**src/rtl/siso_seq_pkg.sv**
```systemverilog
// Shared definitions for serial shift-chain sequencers: state encoding and
// default word width / chain latency.
package siso_seq_pkg;

    typedef enum logic [1:0] {
        IDLE  = 2'd0,
        SHIFT = 2'd1,
        DONE  = 2'd2
    } state_t;

    localparam int DEF_WIDTH = 4;
    localparam int DEF_LAT   = 4;

    // Counter must reach WIDTH+LAT-1 without wrapping.
    function automatic int cnt_width(input int width, input int lat);
        return $clog2(width + lat + 1);
    endfunction

endpackage

```
**src/rtl/siso_seq_cnt.sv**
```systemverilog
// Shift-cycle counter: synchronous clear/enable up-counter whose terminal
// flag marks the last SHIFT cycle (WIDTH+LAT-1).
module siso_seq_cnt
    import siso_seq_pkg::*;
#(
    parameter int WIDTH = DEF_WIDTH,
    parameter int LAT   = DEF_LAT,
    parameter int CW    = cnt_width(WIDTH, LAT)
) (
    input  logic          clk,
    input  logic          rst,
    input  logic          clr_i,
    input  logic          en_i,
    output logic [CW-1:0] cnt_o,
    output logic          tc_o
);

    localparam logic [CW-1:0] TC_VAL = CW'(WIDTH + LAT - 1);

    logic [CW-1:0] cnt_q;
    logic [CW-1:0] cnt_d;

    always_comb begin
        cnt_d = cnt_q;
        if (clr_i) begin
            cnt_d = '0;
        end else if (en_i) begin
            cnt_d = cnt_q + CW'(1);
        end
    end

    // NOTE: sequential state uses non-blocking assignments only, so every
    // register samples its pre-edge inputs regardless of process order.
    always_ff @(posedge clk) begin
        if (rst) begin
            cnt_q <= '0;
        end else begin
            cnt_q <= cnt_d;
        end
    end

    assign cnt_o = cnt_q;
    assign tc_o  = (cnt_q == TC_VAL);

endmodule

```
**src/rtl/siso_seq_ctrl.sv**
```systemverilog
// Parallel front-end for a LAT-stage serial DFF chain: serializes a word
// LSB-first, waits out the chain delay, and reassembles the returned bits.
module siso_seq_ctrl
    import siso_seq_pkg::*;
#(
    parameter int WIDTH = DEF_WIDTH,
    parameter int LAT   = DEF_LAT
) (
    input  logic             clk,
    input  logic             rst,
    input  logic             in_valid,
    output logic             in_ready,
    input  logic [WIDTH-1:0] in_data,
    output logic             sout,
    input  logic             sin,
    output logic             busy,
    output logic             out_valid,
    input  logic             out_ready,
    output logic [WIDTH-1:0] out_data
);

    localparam int CW = cnt_width(WIDTH, LAT);
    localparam logic [CW-1:0] WIDTH_C = CW'(WIDTH);

    state_t           state_q, state_d;
    logic [WIDTH-1:0] tx_q, tx_d;
    logic [WIDTH-1:0] rx_q, rx_d;
    logic [WIDTH-1:0] out_data_q, out_data_d;
    logic [WIDTH:0]   rx_cat;
    logic [CW-1:0]    cnt;
    logic             tc;
    logic             cnt_clr;
    logic             cnt_en;
    logic             cap_en;

    siso_seq_cnt #(
        .WIDTH (WIDTH),
        .LAT   (LAT),
        .CW    (CW)
    ) u_cnt (
        .clk   (clk),
        .rst   (rst),
        .clr_i (cnt_clr),
        .en_i  (cnt_en),
        .cnt_o (cnt),
        .tc_o  (tc)
    );

    // Returned bits are valid once the first transmitted bit has crossed the chain.
    if (LAT == 0) begin : g_cap_always
        assign cap_en = 1'b1;
    end else begin : g_cap_after_lat
        assign cap_en = (cnt >= CW'(LAT));
    end

    // Concatenating sin above rx keeps the shift legal even for WIDTH=1.
    assign rx_cat = {sin, rx_q};

    // NOTE: every always_comb target gets a default first, so no path can
    // leave a signal unassigned and infer a latch.
    always_comb begin
        state_d    = state_q;
        tx_d       = tx_q;
        rx_d       = rx_q;
        out_data_d = out_data_q;
        cnt_clr    = 1'b0;
        cnt_en     = 1'b0;
        unique case (state_q)
            IDLE: begin
                if (in_valid) begin
                    tx_d    = in_data;
                    rx_d    = '0;
                    cnt_clr = 1'b1;
                    state_d = SHIFT;
                end
            end
            SHIFT: begin
                cnt_en = 1'b1;
                tx_d   = tx_q >> 1;
                if (cap_en) begin
                    rx_d = rx_cat[WIDTH:1];
                end
                if (tc) begin
                    out_data_d = rx_d;
                    state_d    = DONE;
                end
            end
            DONE: begin
                if (out_ready) begin
                    state_d = IDLE;
                end
            end
            default: state_d = IDLE;
        endcase
    end

    always_ff @(posedge clk) begin
        if (rst) begin
            state_q    <= IDLE;
            tx_q       <= '0;
            rx_q       <= '0;
            out_data_q <= '0;
        end else begin
            state_q    <= state_d;
            tx_q       <= tx_d;
            rx_q       <= rx_d;
            out_data_q <= out_data_d;
        end
    end

    assign in_ready  = (state_q == IDLE);
    assign busy      = (state_q == SHIFT);
    assign out_valid = (state_q == DONE);
    assign sout      = (state_q == SHIFT && cnt < WIDTH_C) ? tx_q[0] : 1'b0;
    assign out_data  = out_data_q;

endmodule

```
**config.mk**
```make
export PLATFORM = sky130hd
export DESIGN_NAME = siso_seq_ctrl
export DESIGN_NICKNAME = d
export VERILOG_FILES = /design/src/rtl/siso_seq_pkg.sv /design/src/rtl/siso_seq_cnt.sv /design/src/rtl/siso_seq_ctrl.sv
export SDC_FILE = /design/constraint.sdc
export NUM_CORES = 1
export LEC_CHECK = 0
export CAP_MARGIN = 20
export CORE_MARGIN = 3
export CORE_UTILIZATION = 41
export DETAILED_ROUTE_END_ITERATION = 10
export PLACE_DENSITY = 0.77
export SYNTH_ARGS = -nofsm -noshare
export SYNTH_HDL_FRONTEND = slang
export SYNTH_SLANG_ARGS = --single-unit
```
**constraint.sdc**
```tcl
create_clock -name clk -period 1.2 [get_ports clk]
set_clock_uncertainty 0.2 [all_clocks]
set_input_delay 0.24 -clock clk [delete_from_list [all_inputs] [get_ports clk]]
set_output_delay 0.24 -clock clk [all_outputs]
set_load 0.01 [all_outputs]
```
* Word level (Yosys, flattened, before mapping) *
Cells that the tools add are included.

word-level totals
  register bits = 18
  bits in latches = 0
  bits in writable memories = 0
  bits in read-only memories = 0
  bits of input ports = 9
  word-level logic and storage cells = 34
  memories kept = 0

operators by class
  $add $sub $neg = 1
  multiply operators = 0
  divide/modulo/power cells = 0
  order comparisons = 2
  equal/unequal tests = 6
  shift operators = 0
  mux-type cells = 13
  bitwise logic cells = 0
  reductions and logical operators = 7

operators by type and width
  operator                                                                       number
  4-bit one-hot mux with 2 select lines                                          2
  4-bit 2-to-1 mux                                                               3
  2-bit 2-to-1 mux                                                               3
  2-bit one-hot mux with 3 select lines                                          1
  4-bit by 1-bit adder with 4-bit output (second input constant)                 1
  4-bit by 3-bit == test with 1-bit output (second input constant)               1
  4-bit by 3-bit >= comparator with 1-bit output (second input constant)         1
  4-bit by 3-bit less-than comparator with 1-bit output (second input constant)  1
  1-bit 2-to-1 mux                                                               4
  2-bit by 1-bit inequality test with 1-bit output (second input constant)       2
  2-bit AND reduction                                                            2
  3-bit AND reduction                                                            1
  2-bit by 1-bit == test with 1-bit output (second input constant)               1
  2-bit == test (second input constant)                                          1
  2-bit zero test                                                                1
  2-bit inequality test (second input constant)                                  1
  2-bit nonzero test                                                             1
  2-bit OR reduction                                                             1
  1-bit logical AND                                                              1

* Logic depth before layout (Yosys ltp) *
  depth after elaboration = 3
  mapped depth = 7
  gate-level depth less buffers = 4

* Hierarchy *
From an unflattened synthesis, not the netlist that was laid out.

unflattened totals
  cells, all modules = 86
  area total of the unflattened synthesis = 812.0 um^2

modules (own cells, without submodules)
  module         times used  cells each  area an instance (um^2)  sequential area each (um^2)
  siso_seq_ctrl  1           67          626.9                    280.3
  siso_seq_cnt   1           19          185.2                    80.1

* Least setup slack after synthesis *
No wires, ideal clock.

  path type = flip-flop to output port
  start = register state_q[0]
  end = output port sout
  data arrival time = 985 ps
  required time = 760 ps
  setup slack = -225 ps
  stages on the path, launching flop included = 7
  cell sequence = dfxtp_1 -> buf_6 -> nand2b_4 -> buf_6 -> inv_2 -> buf_6 -> and3_1

between the ends
  cells in the longest elaborated chain, start to end = 3

ends and longest elaborated chain
  what                                      RTL line              source
  start: declaration                        siso_seq_ctrl.sv:25   state_t state_q, state_d;
  start signal: assignment                  siso_seq_ctrl.sv:104  state_q <= state_d;
  2-bit by 1-bit == test with 1-bit output  n/a
  net busy                                  siso_seq_ctrl.sv:16   output logic busy,
  1-bit logical AND                         siso_seq_ctrl.sv:114  assign sout = (state_q == SHIFT && cnt < WIDTH_C) ? tx_q[0] : 1'b0;
  1-bit 2-to-1 mux                          siso_seq_ctrl.sv:114
  end: declaration                          siso_seq_ctrl.sv:14   output logic sout,

The timed path passes the listed nets, and every way through them passes these cells.

* Final worst setup path *
  start = register state_q[1]
  end = output port sout

between the ends
  cells in the longest elaborated chain, start to end = 3

ends and longest elaborated chain
  what                                      RTL line
  2-bit by 1-bit == test with 1-bit output  siso_seq_ctrl.sv:114
  1-bit logical AND                         siso_seq_ctrl.sv:114
  1-bit 2-to-1 mux                          siso_seq_ctrl.sv:114

No other way between the ends.

==> run_results.csv <==
group,metric,value,unit
final_layout,regArea,360.3,sq um
placed_design,dpl_cell_area,0.001089,sq mm
final_layout,diodes,0,
hold_path,hold_path_class,"reg2reg",
global_routing,track_usage,18.30,%
clocking,cts_root_buf,"clkbuf_4",
global_routing,antenna_found_initial,0,
floorplan,initial_core_util,47.00,%
floorplan,die_h,49.22,microns
logic_synthesis,synth_area_per_cell,9.009,sq um
route,route.vias.total,791,
clocking,clock_path_buffers,2,
final_layout,fin_area,0.001320,sq mm
route,ant_nets,0,
power,power.density,876.4,mW/mm^2
final_layout,drive_above_1_share,63.11,%
sta,rsz0062_at_grt,"yes",
floorplan,coreArea,0.001629,sq mm
floorplan,num_io_pins,17,
sta,tightestPinTransition,0.2749,ns
clocking,cts_tree,"yes",
worst_setup_path,crit_type,"reg2out",
status,violations,"negative setup slack",
power,power_leakage,0.5012,nW
final_layout,multi_input_area,509.2,sq um
global_routing,overflow,0,
route,drt_iter0_drc,8,
sta,tns,-3.598,ns
logic_synthesis,yosysUniqueCellTypes,28,
floorplan,fp-row-count,14,
worst_setup_path,end_kind,"output port",
global_routing,grt_pass1_wl,3429,microns
clocking,postCtsHoldBufs,0,
clocking,clock-sinks,17,
route,totalWireLength,2261,microns
global_routing,grt_pass1_vias,775,
power,max-vdd-ir-drop,770.7,uV
route,routedWlPerCell,15.49,microns
sta,fin_crit_sh,128.9,%
sta,min_period,1.547,ns
route,drcViolationCount,0,
final_layout,syn_to_final_growth,72.39,%
floorplan,dieArea,0.002422,sq mm
sta,slew_headroom,81.52,%
sta,worst_slack,-0.3473,ns
sta,hold_viol,0,
floorplan,die_w,49.22,microns
clocking,htree_levels,1,
route,avgViaCountPerCell,5.418,
logic_synthesis,yosysWarnings,0,
worst_setup_path,worstPathRequired,0.76,ns
final_layout,fillers,108,
sta,slew_viol_final,0,
final_layout,final_nets,133,
logic_synthesis,ys_seq_elements,17,
status,status,"finished with violations",
logic_synthesis,yosysSeqAreaShare,44.44,%
clocking,clock_latency,0.30,ns
worst_setup_path,cp.arrival,1.11,ns
final_layout,final_common_cell,"buf_6",
placed_design,io_buffers,16,
sta,fmax,646.3,MHz
logic_synthesis,synth_cells,85,
logic_synthesis,postSynthNetCount,95,
worst_setup_path,worst-path-max-fanout,3,
clocking,path_clk_slew,0.10,ns
final_layout,final_cell_mix,"buf_6 (17), buf_4 (15), a21oi_2 (8), clkdlybuf4s50_1 (8)",
placed_design,place_congestion,0.8311,
sta,finalSetupViolCount,21,
logic_synthesis,yosysTopAreaCellShare,44.44,%
clocking,numCtsBuffers,3,
logic_synthesis,synth.largest_area_cell,"dfxtp_1",
global_routing,grt_max_degree,13,
flow_run,maxCapViolCount,0,
logic_synthesis,synth_area,765.7,sq um
worst_setup_path,start_kind,"flip-flop",
logic_synthesis,yosys-top-cells-area,"dfxtp_1 (44%), a21oi_1 (5.2%), a211oi_1 (4.9%), nor2_1 (4.4%), buf_6 (4.4%)",
route,dr.pass1.iters,5,
placed_design,hpwlAfterDp,1454,microns
[cell usage after synthesis]
| library cell | number |
|---|---|
| a22o_1 | 3 |
| or3_1 | 1 |
| nor3_1 | 1 |
| o21bai_2 | 1 |
| clkbuf_1 | 3 |
| and2b_2 | 1 |
| dfxtp_1 | 17 |
| o31ai_1 | 4 |
| a21oi_1 | 8 |
| ha_1 | 1 |
| o32a_1 | 1 |
| inv_2 | 1 |
| a21oi_2 | 1 |
| nor2_1 | 9 |
| a32oi_1 | 1 |
| nand2b_4 | 1 |
| and3_1 | 1 |
| buf_2 | 1 |
| a211oi_1 | 5 |
| or3b_1 | 1 |
| buf_6 | 3 |
| nand3_1 | 6 |
| a31oi_1 | 1 |
| inv_1 | 1 |
| o21ba_2 | 1 |
| and3b_1 | 1 |
| a22oi_1 | 2 |
| nand2_1 | 8 |
[registers in the layout, indices dropped and copies added, names as in the netlist]
| signal | cells |
|---|---|
| state_q | 2 |
| u_cnt.cnt_o | 4 |
| tx_q | 4 |
| out_data | 4 |
| rx_q | 3 |
[cell families (layout without fill, tap and decap cells)]
logic type	Yosys count	count (layout)	share of synthesized area [%]
AOI/OAI and AO/OA	28	28	26.64
and+or+nand+nor	30	30	19.77
adders and majority gates	1	1	1.634
buffers and inverters	9	46	7.514
DFF	17	17	44.44
[worst paths after layout]
path | slack (ns) | end | cells past startpoint | start
setup / recovery | -0.35 | sout | 4 | state_q[1]
hold / removal | 0.28 | out_data[3] | 2 | out_data[3]
setup reg to reg | -0.25 | rx_q[1] | 4 | state_q[0]
hold reg to reg | 0.28 | out_data[3] | 2 | out_data[3]
[layout make-up]
cell class | count | share of cell area (%)
inverter | 2 | 0.7583
tap | 24 | 2.275
sequential | 17 | 27.30
clock buffer | 4 | 1.991
timing repair buffer | 40 | 29.10
multi-input combinational | 59 | 38.58
[power breakdown]
part | internal, W | switching [W] | leakage, nW | total, W
sequential | 0.000579 | 0.0000191 | 0.144 | 0.000598
combinational | 0.000134 | 0.000108 | 0.342 | 0.000242
clock | 0.000130 | 0.000187 | 0.0150 | 0.000316
total | 0.000843 | 0.000313 | 0.501 | 0.00116
[worst max-delay path: stages (launching register included)]
cell and delay (ns):
dfxtp_2 0.34, nand2b_4 0.15, inv_4 0.06, and3_4 0.17
buf_6 0.09
[repair_timing]
item	4_1_cts	5_1_grt
buffers inserted	3	1
pin swaps	9	14
endpoints found under the setup margin	25	25
gates resized for setup	63	23
[stage by stage]
step                power (W)  std cells  util (%)  hold WS [ns]  setup slack [ns]
floorplan           0.0006980         85         -        0.1729           -0.1921
global placement    0.0007814        139     66.82        0.2541           -0.4047
detailed placement  0.0007873        139     66.82        0.2697           -0.4381
CTS                  0.001116        146     74.65        0.2839           -0.3354
global route         0.001219        146     81.03        0.3023           -0.3862
finish               0.001157        146     81.03        0.2828           -0.3473
[routing by layer]
layer	vias up	wire (microns)	GRT usage, %	part of all wire (%)
met2	21	1107	32.37	49
met3	9	82	2.752	3.6
li1	386	-	-	-
met5	-	0	0	0
met1	375	980	20.74	43
met4	0	89	9.953	3.9
No activity file was read; power rests on OpenSTA's default activity.
==> edit 1: new RTL, same flow settings <==
Change the package constant `DEF_WIDTH` from 4 to 3.
--- a/src/rtl/siso_seq_pkg.sv
+++ b/src/rtl/siso_seq_pkg.sv
@@ -8,7 +8,7 @@
         DONE  = 2'd2
     } state_t;
 
-    localparam int DEF_WIDTH = 4;
+    localparam int DEF_WIDTH = 3;
     localparam int DEF_LAT   = 4;
 
     // Counter must reach WIDTH+LAT-1 without wrapping.
Ports: changed (resized in_data and out_data); port bits go from 17 to 15. The function was not compared with the original's and may differ.
==> edit 1 against the unedited design <==
  * The run still ends with setup timing left
  * Critical path type unchanged
  * Worst setup slack lost 0.017 ns
  * Utilization is 3.7 points higher
  * Combinational power grew 9.1%
  * Wire length down 17%
  * Sequential cell count fell by 4
  * Area after synthesis down 23%
  * Total power fell by 14%
  * Global-route usage grew 1.4 points
  * Final area shrank 14%
==> edit 1: results (changes against the unedited design) <==
sta:
  tightest_slew_ns: 0.370  # +0.0949 ns
  setup_viol: 17  # -19%
  setup_ws_ns: -0.365  # -0.0172 ns
  final.setup.tns_ns: -4.00  # -0.406 ns
status:
  violations: "setup timing"
  outcome: "finished, violations left"
placed_design:
  dp_hpwl_um: 1080  # -26%
  dp_cells: 102  # -27%
  post-place-ws_ns: -0.494  # -0.0563 ns
  portBuffers: 14  # -2
  place.gp.congestion: 0.771  # -7.2%
yosys:
  syn_nets: 71  # -25%
  synth_top_area_share_pct: 43.9  # -0.56 points
  ys_top_cells_by_count: "dfxtp_1, nor2_1"
  syn_inst: 61  # -28%
  synth_area_leaders: "dfxtp_1, mux2i_1, nor2_1, ha_1, a211oi_1"
grt:
  grt_pass1_wl_um: 2740  # -20%
  grtUsageTotal_pct: 19.7  # +1.4 points
  grt_max_degree: 10  # -3
  grt_pass1_vias: 659  # -15%
routing:
  vias: 627  # -21%
  drtIter0Drc: 7  # -1
  totalWireLength_um: 1880  # -17%
  dr.pass1.iters: 4  # -1
  viasPerCell: 5.36  # -1.1%
critical_path:
  reg2reg_to: "out_data[2]$_SDFFE_PP0P_"
  r2r-start: "u_cnt.cnt_o[0]$_SDFFE_PP0N_"
  r2r_setup_slack_ns: -0.30  # -0.05 ns
  crit_fanout: 2  # -1
  path_delay_family: "simple AND/OR/NAND/NOR gates"
power:
  cellLeakagePower_nw: 0.472  # -5.9%
  p_switching_w: 0.000263  # -16%
  ir_worst_vdd_mv: 0.845  # +9.6%
hold_path:
  holdCritPathClass: "reg2reg"
clocking:
  insertion_delay_ns: 0.28  # -0.02 ns
  path_clk_slew_ns: 0.08  # -0.02 ns
cells_and_area:
  nets: 113  # -15%
==> edit 1: layer usage <==
metal	part of all wire (%)	GRT usage, %	wire, um
met1	46	20.6	862
met2	49	38.4	919
met3	4.5	8.54	84
met4	0.74	0	14
met5	0	0	0
==> edit 1: worst min path at each step <==
stage                              from                  endpoint  slack, ns  cells after the start
2_1_floorplan                       rst      rx_q[2]$_SDFFE_PP0P_       0.16                      1
3_3_place_gp   out_data[0]$_SDFFE_PP0P_  out_data[0]$_SDFFE_PP0P_       0.26                      2
3_5_place_dp   out_data[0]$_SDFFE_PP0P_  out_data[0]$_SDFFE_PP0P_       0.28                      2
4_1_cts        out_data[0]$_SDFFE_PP0P_  out_data[0]$_SDFFE_PP0P_       0.28                      2
5_1_grt        out_data[0]$_SDFFE_PP0P_  out_data[0]$_SDFFE_PP0P_       0.32                      2
6_report       out_data[0]$_SDFFE_PP0P_  out_data[0]$_SDFFE_PP0P_       0.28                      2
==> edit 1: cells by family after synthesis <==
family                   count (synthesis)  synth area share, %
flip-flops                              13                 43.9
AND/OR/NAND/NOR                         24                 24.1
AO/OA/AOI/OAI                           14                 18.4
buffers and inverters                    5                 4.43
multiplexers                             3                 5.06
adder cells (fa/ha/maj)                  2                 4.22
==> edit 1: power by group through the flow <==
stage / clock network [W] / registers (W) / logic (W)
floorplan: 0 / 0.000467 / 0.0000730
global placement: 0 / 0.000463 / 0.000156
detailed placement: 0 / 0.000465 / 0.000164
CTS: 0.000275 / 0.000456 / 0.000220
global route: 0.000298 / 0.000458 / 0.000282
finish: 0.000272 / 0.000457 / 0.000264
==> edit 1: area by class of cell <==
class	count	area, um2
Clock buffer	4	26.3
Tap cell	15	18.8
Sequential cell	13	270
Timing Repair Buffer	39	365
Inverter	3	13.8
Fill cell	77	204
Multi-Input combinational cell	43	435
==> edit 1: through the flow <==
stage / utilization (%) / cell area, um2
after floorplan: - / 621
after global placement: 65.2 / 870
after detailed placement: 65.2 / 870
after CTS: 77.3 / 1030
after global routing: 84.7 / 1130
final: 84.7 / 1130
==> edit 1: tightest hold or removal path: stages (launching register included) <==
cell	delay [ns]
dfxtp_2	0.33
nand3b_1	0.07
o21ai_1	0.06
==> edit 1: repair_timing <==
item / in CTS / in global routing
endpoints found under the hold margin: 0 / 0
gates resized for setup: 63 / 9
setup buffers: 4 / 7
endpoints found under the setup margin: 20 / 17
pin swaps: 11 / 10
==> edit 2: new RTL, same flow settings <==
Made on the original files. Make the reset (`rst`) asynchronous in 2 clocked blocks.
--- a/src/rtl/siso_seq_cnt.sv
+++ b/src/rtl/siso_seq_cnt.sv
@@ -31,7 +31,7 @@
 
     // NOTE: sequential state uses non-blocking assignments only, so every
     // register samples its pre-edge inputs regardless of process order.
-    always_ff @(posedge clk) begin
+    always_ff @(posedge clk or posedge rst) begin
         if (rst) begin
             cnt_q <= '0;
         end else begin
--- a/src/rtl/siso_seq_ctrl.sv
+++ b/src/rtl/siso_seq_ctrl.sv
@@ -94,7 +94,7 @@
         endcase
     end
 
-    always_ff @(posedge clk) begin
+    always_ff @(posedge clk or posedge rst) begin
         if (rst) begin
             state_q    <= IDLE;
             tx_q       <= '0;
Formal check against the unedited RTL: differs if rst is asserted again (counterexample within 4 cycles, from zero or initial values and one cycle with rst high); with rst held inactive, the same outputs for 10 cycles.
==> edit 2 against the unedited design <==
  * The run still ends with setup timing left
  * Worst setup slack lost 0.093 ns
  * Utilization shrank 9.9 points
  * Largest cell class unchanged
  * Sequential cell count grew 1
  * Worst hold slack lost 0.22 ns
  * Area after synthesis grew 19%
  * Wire length shrank 1.8%
  * Final area grew 9.0%
  * Maximum frequency shrank 5.7%
Power is not compared: it rests on default switching activity, and its combinational part moved more than twofold at a synthesized area within 25%.
==> edit 2: results (changes against the unedited design) <==
status:
  outcome: "finished, violations left"
  violations: "setup timing"
placed_design:
  place.gp.congestion: 0.702  # -16%
  dp_hpwl_um: 1390  # -4.2%
  portBuffers: 16  # unchanged
clocking:
  cts_buffer_depth: 2  # unchanged
  htreeDepth: 1  # unchanged
  path_clk_slew_ns: 0.10  # about the same
  insertion_delay_ns: 0.29
  cts_hold_buffers: 0  # unchanged
  root_buffer: "clkbuf_4"
  cts_made_buffers: 3  # unchanged
cells_and_area:
  fillerInstances: 136  # +26%
  antenna_cells: 0  # unchanged
  drive_gt1_share_pct: 52.8  # -10 points
  nets: 139  # +4.5%
power:
  ir_worst_vdd_mv: 1.40
  cellLeakagePower_nw: 0.722
grt:
  grt_pass1_wl_um: 3750  # +9.2%
  grt_max_degree: 19  # +6
  grt_antenna_before_repair: 0  # unchanged
  grtUsageTotal_pct: 18.3  # +0.024 points
  grt_pass1_vias: 840  # +8.4%
yosys:
  ys_seq_area_share_pct: 49.5  # +5.0 points
  ys_top_cells_by_count: "dfrtp_1, a22o_1, mux2_2"
  synth_adder_area_share_pct: 1.37  # -0.26 points
  synth.area.mux_share_pct: 9.89  # +9.9 points
  async_reset_ff_share_pct: 100  # +100 points
  syn_nets: 89  # -6.3%
  synth_compound_area_share_pct: 20.5  # -6.2 points
  ys.flop_type: "dfrtp_1"
  ys_types: 27  # -3.6%
  synthXorXnorAreaFrac_pct: 0  # unchanged
  synth_area_leaders: "dfrtp_1, mux2_2, a22o_1, and3b_1, nand2_1"
  synth_warnings: 0  # unchanged
routing:
  dr.pass1.iters: 4  # -1
  drtIter0Drc: 26  # +18
  vias: 795  # +0.51%
  totalWireLength_um: 2220  # -1.8%
sta:
  tightest_slew_ns: 0.215  # -0.0599 ns
  setup_viol: 26  # +24%
  setup_ws_ns: -0.441  # -0.0933 ns
  final.setup.tns_ns: -8.68  # -5.08 ns
critical_path:
  crit_fanout: 3  # unchanged
  cp.arrival_ns: 1.20  # +0.09 ns
hold_path:
  holdCritPathClass: "in2async"
edit 2: changes by cell type after synthesis, sizes merged, moves of 3 or more:
cell and delta:
a211oi -5, a21oi -5, a22o +6, clkbuf -3, dfrtp +18, dfxtp -17
mux2 +8, nand3 -4, nor2 -5, o21ai +5, o31ai -4
edit 2: layout make-up:
cell class	count	area share, %
Clock buffer	3	1.57
Inverter	3	0.783
Multi-Input combinational cell	53	33.7
Sequential cell	18	31.4
Tap cell	27	2.35
Timing Repair Buffer	50	30.2
edit 2: cell families after synthesis:
family | Yosys count
compound gates | 25
fa+ha+maj | 1
buf+inv | 8
flops | 18
mux | 8
simple gates | 19
edit 2: where the power goes:
group	internal, W	switching, W	leakage, nW
registers	0.000853	0.000193	0.229
logic	0.00135	0.000832	0.478
clock network	0.000117	0.000180	0.0138
total	0.00232	0.00121	0.722
edit 2: repair_timing:
| action | in CTS | in global routing |
|---|---|---|
| gates resized for setup | 52 | 3 |
| setup buffers | 9 | 2 |
| cloned | 0 | 0 |
| setup endpoints to repair | 26 | 26 |
| pin swaps | 2 | 3 |
edit 2: routing by layer:
| metal | part of all wire [%] | wire (um) | up-vias | GRT usage, % |
|---|---|---|---|---|
| li1 | - | - | 384 | - |
| met1 | 43 | 963 | 383 | 20.7 |
| met2 | 50 | 1110 | 24 | 33.5 |
| met3 | 5.6 | 124 | 4 | 3.94 |
| met4 | 0.90 | 20 | 0 | 6.38 |
| met5 | 0 | 0 | - | 0 |
edit 2: path summary, 6_finish.rpt:
check                                            start                          to  slack, ns  depth (start not counted)
worst min-delay path                               rst     out_data[2]$_DFFE_PP0P_       0.06                          3
max in group asynchronous                          rst      state_q[0]$_DFFE_PP0P_       0.59                          3
worst min register to register     tx_q[3]$_DFFE_PP0P_         tx_q[3]$_DFFE_PP0P_       0.30                          1
worst max-delay path            state_q[1]$_DFFE_PP0P_                        sout      -0.44                          4
worst max register to register  state_q[1]$_DFFE_PP0P_  u_cnt.cnt_o[2]$_DFFE_PP0P_      -0.44                          6
min in group clk                   tx_q[3]$_DFFE_PP0P_         tx_q[3]$_DFFE_PP0P_       0.30                          1
edit 2: worst max-delay path, cell delays in order (launching register included):
cell	delay (ns)
dfrtp_1	0.42
nand2b_4	0.16
inv_2	0.06
and3_4	0.17
buf_6	0.10
edit 2: per-stage QoR:
| step | instance area (um2) | std cells | util, % | setup slack [ns] |
|---|---|---|---|---|
| 6_report | 1440 | 154 | 71.2 | -0.441 |
| 5_1_grt | 1440 | 154 | 71.2 | -0.481 |
| 4_1_cts | 1410 | 152 | 69.6 | -0.448 |
| 3_5_place_dp | 1290 | 140 | 63.9 | -0.553 |
| 3_3_place_gp | 1290 | 140 | 63.9 | -0.481 |
| 2_1_floorplan | 958 | 79 | - | -0.365 |
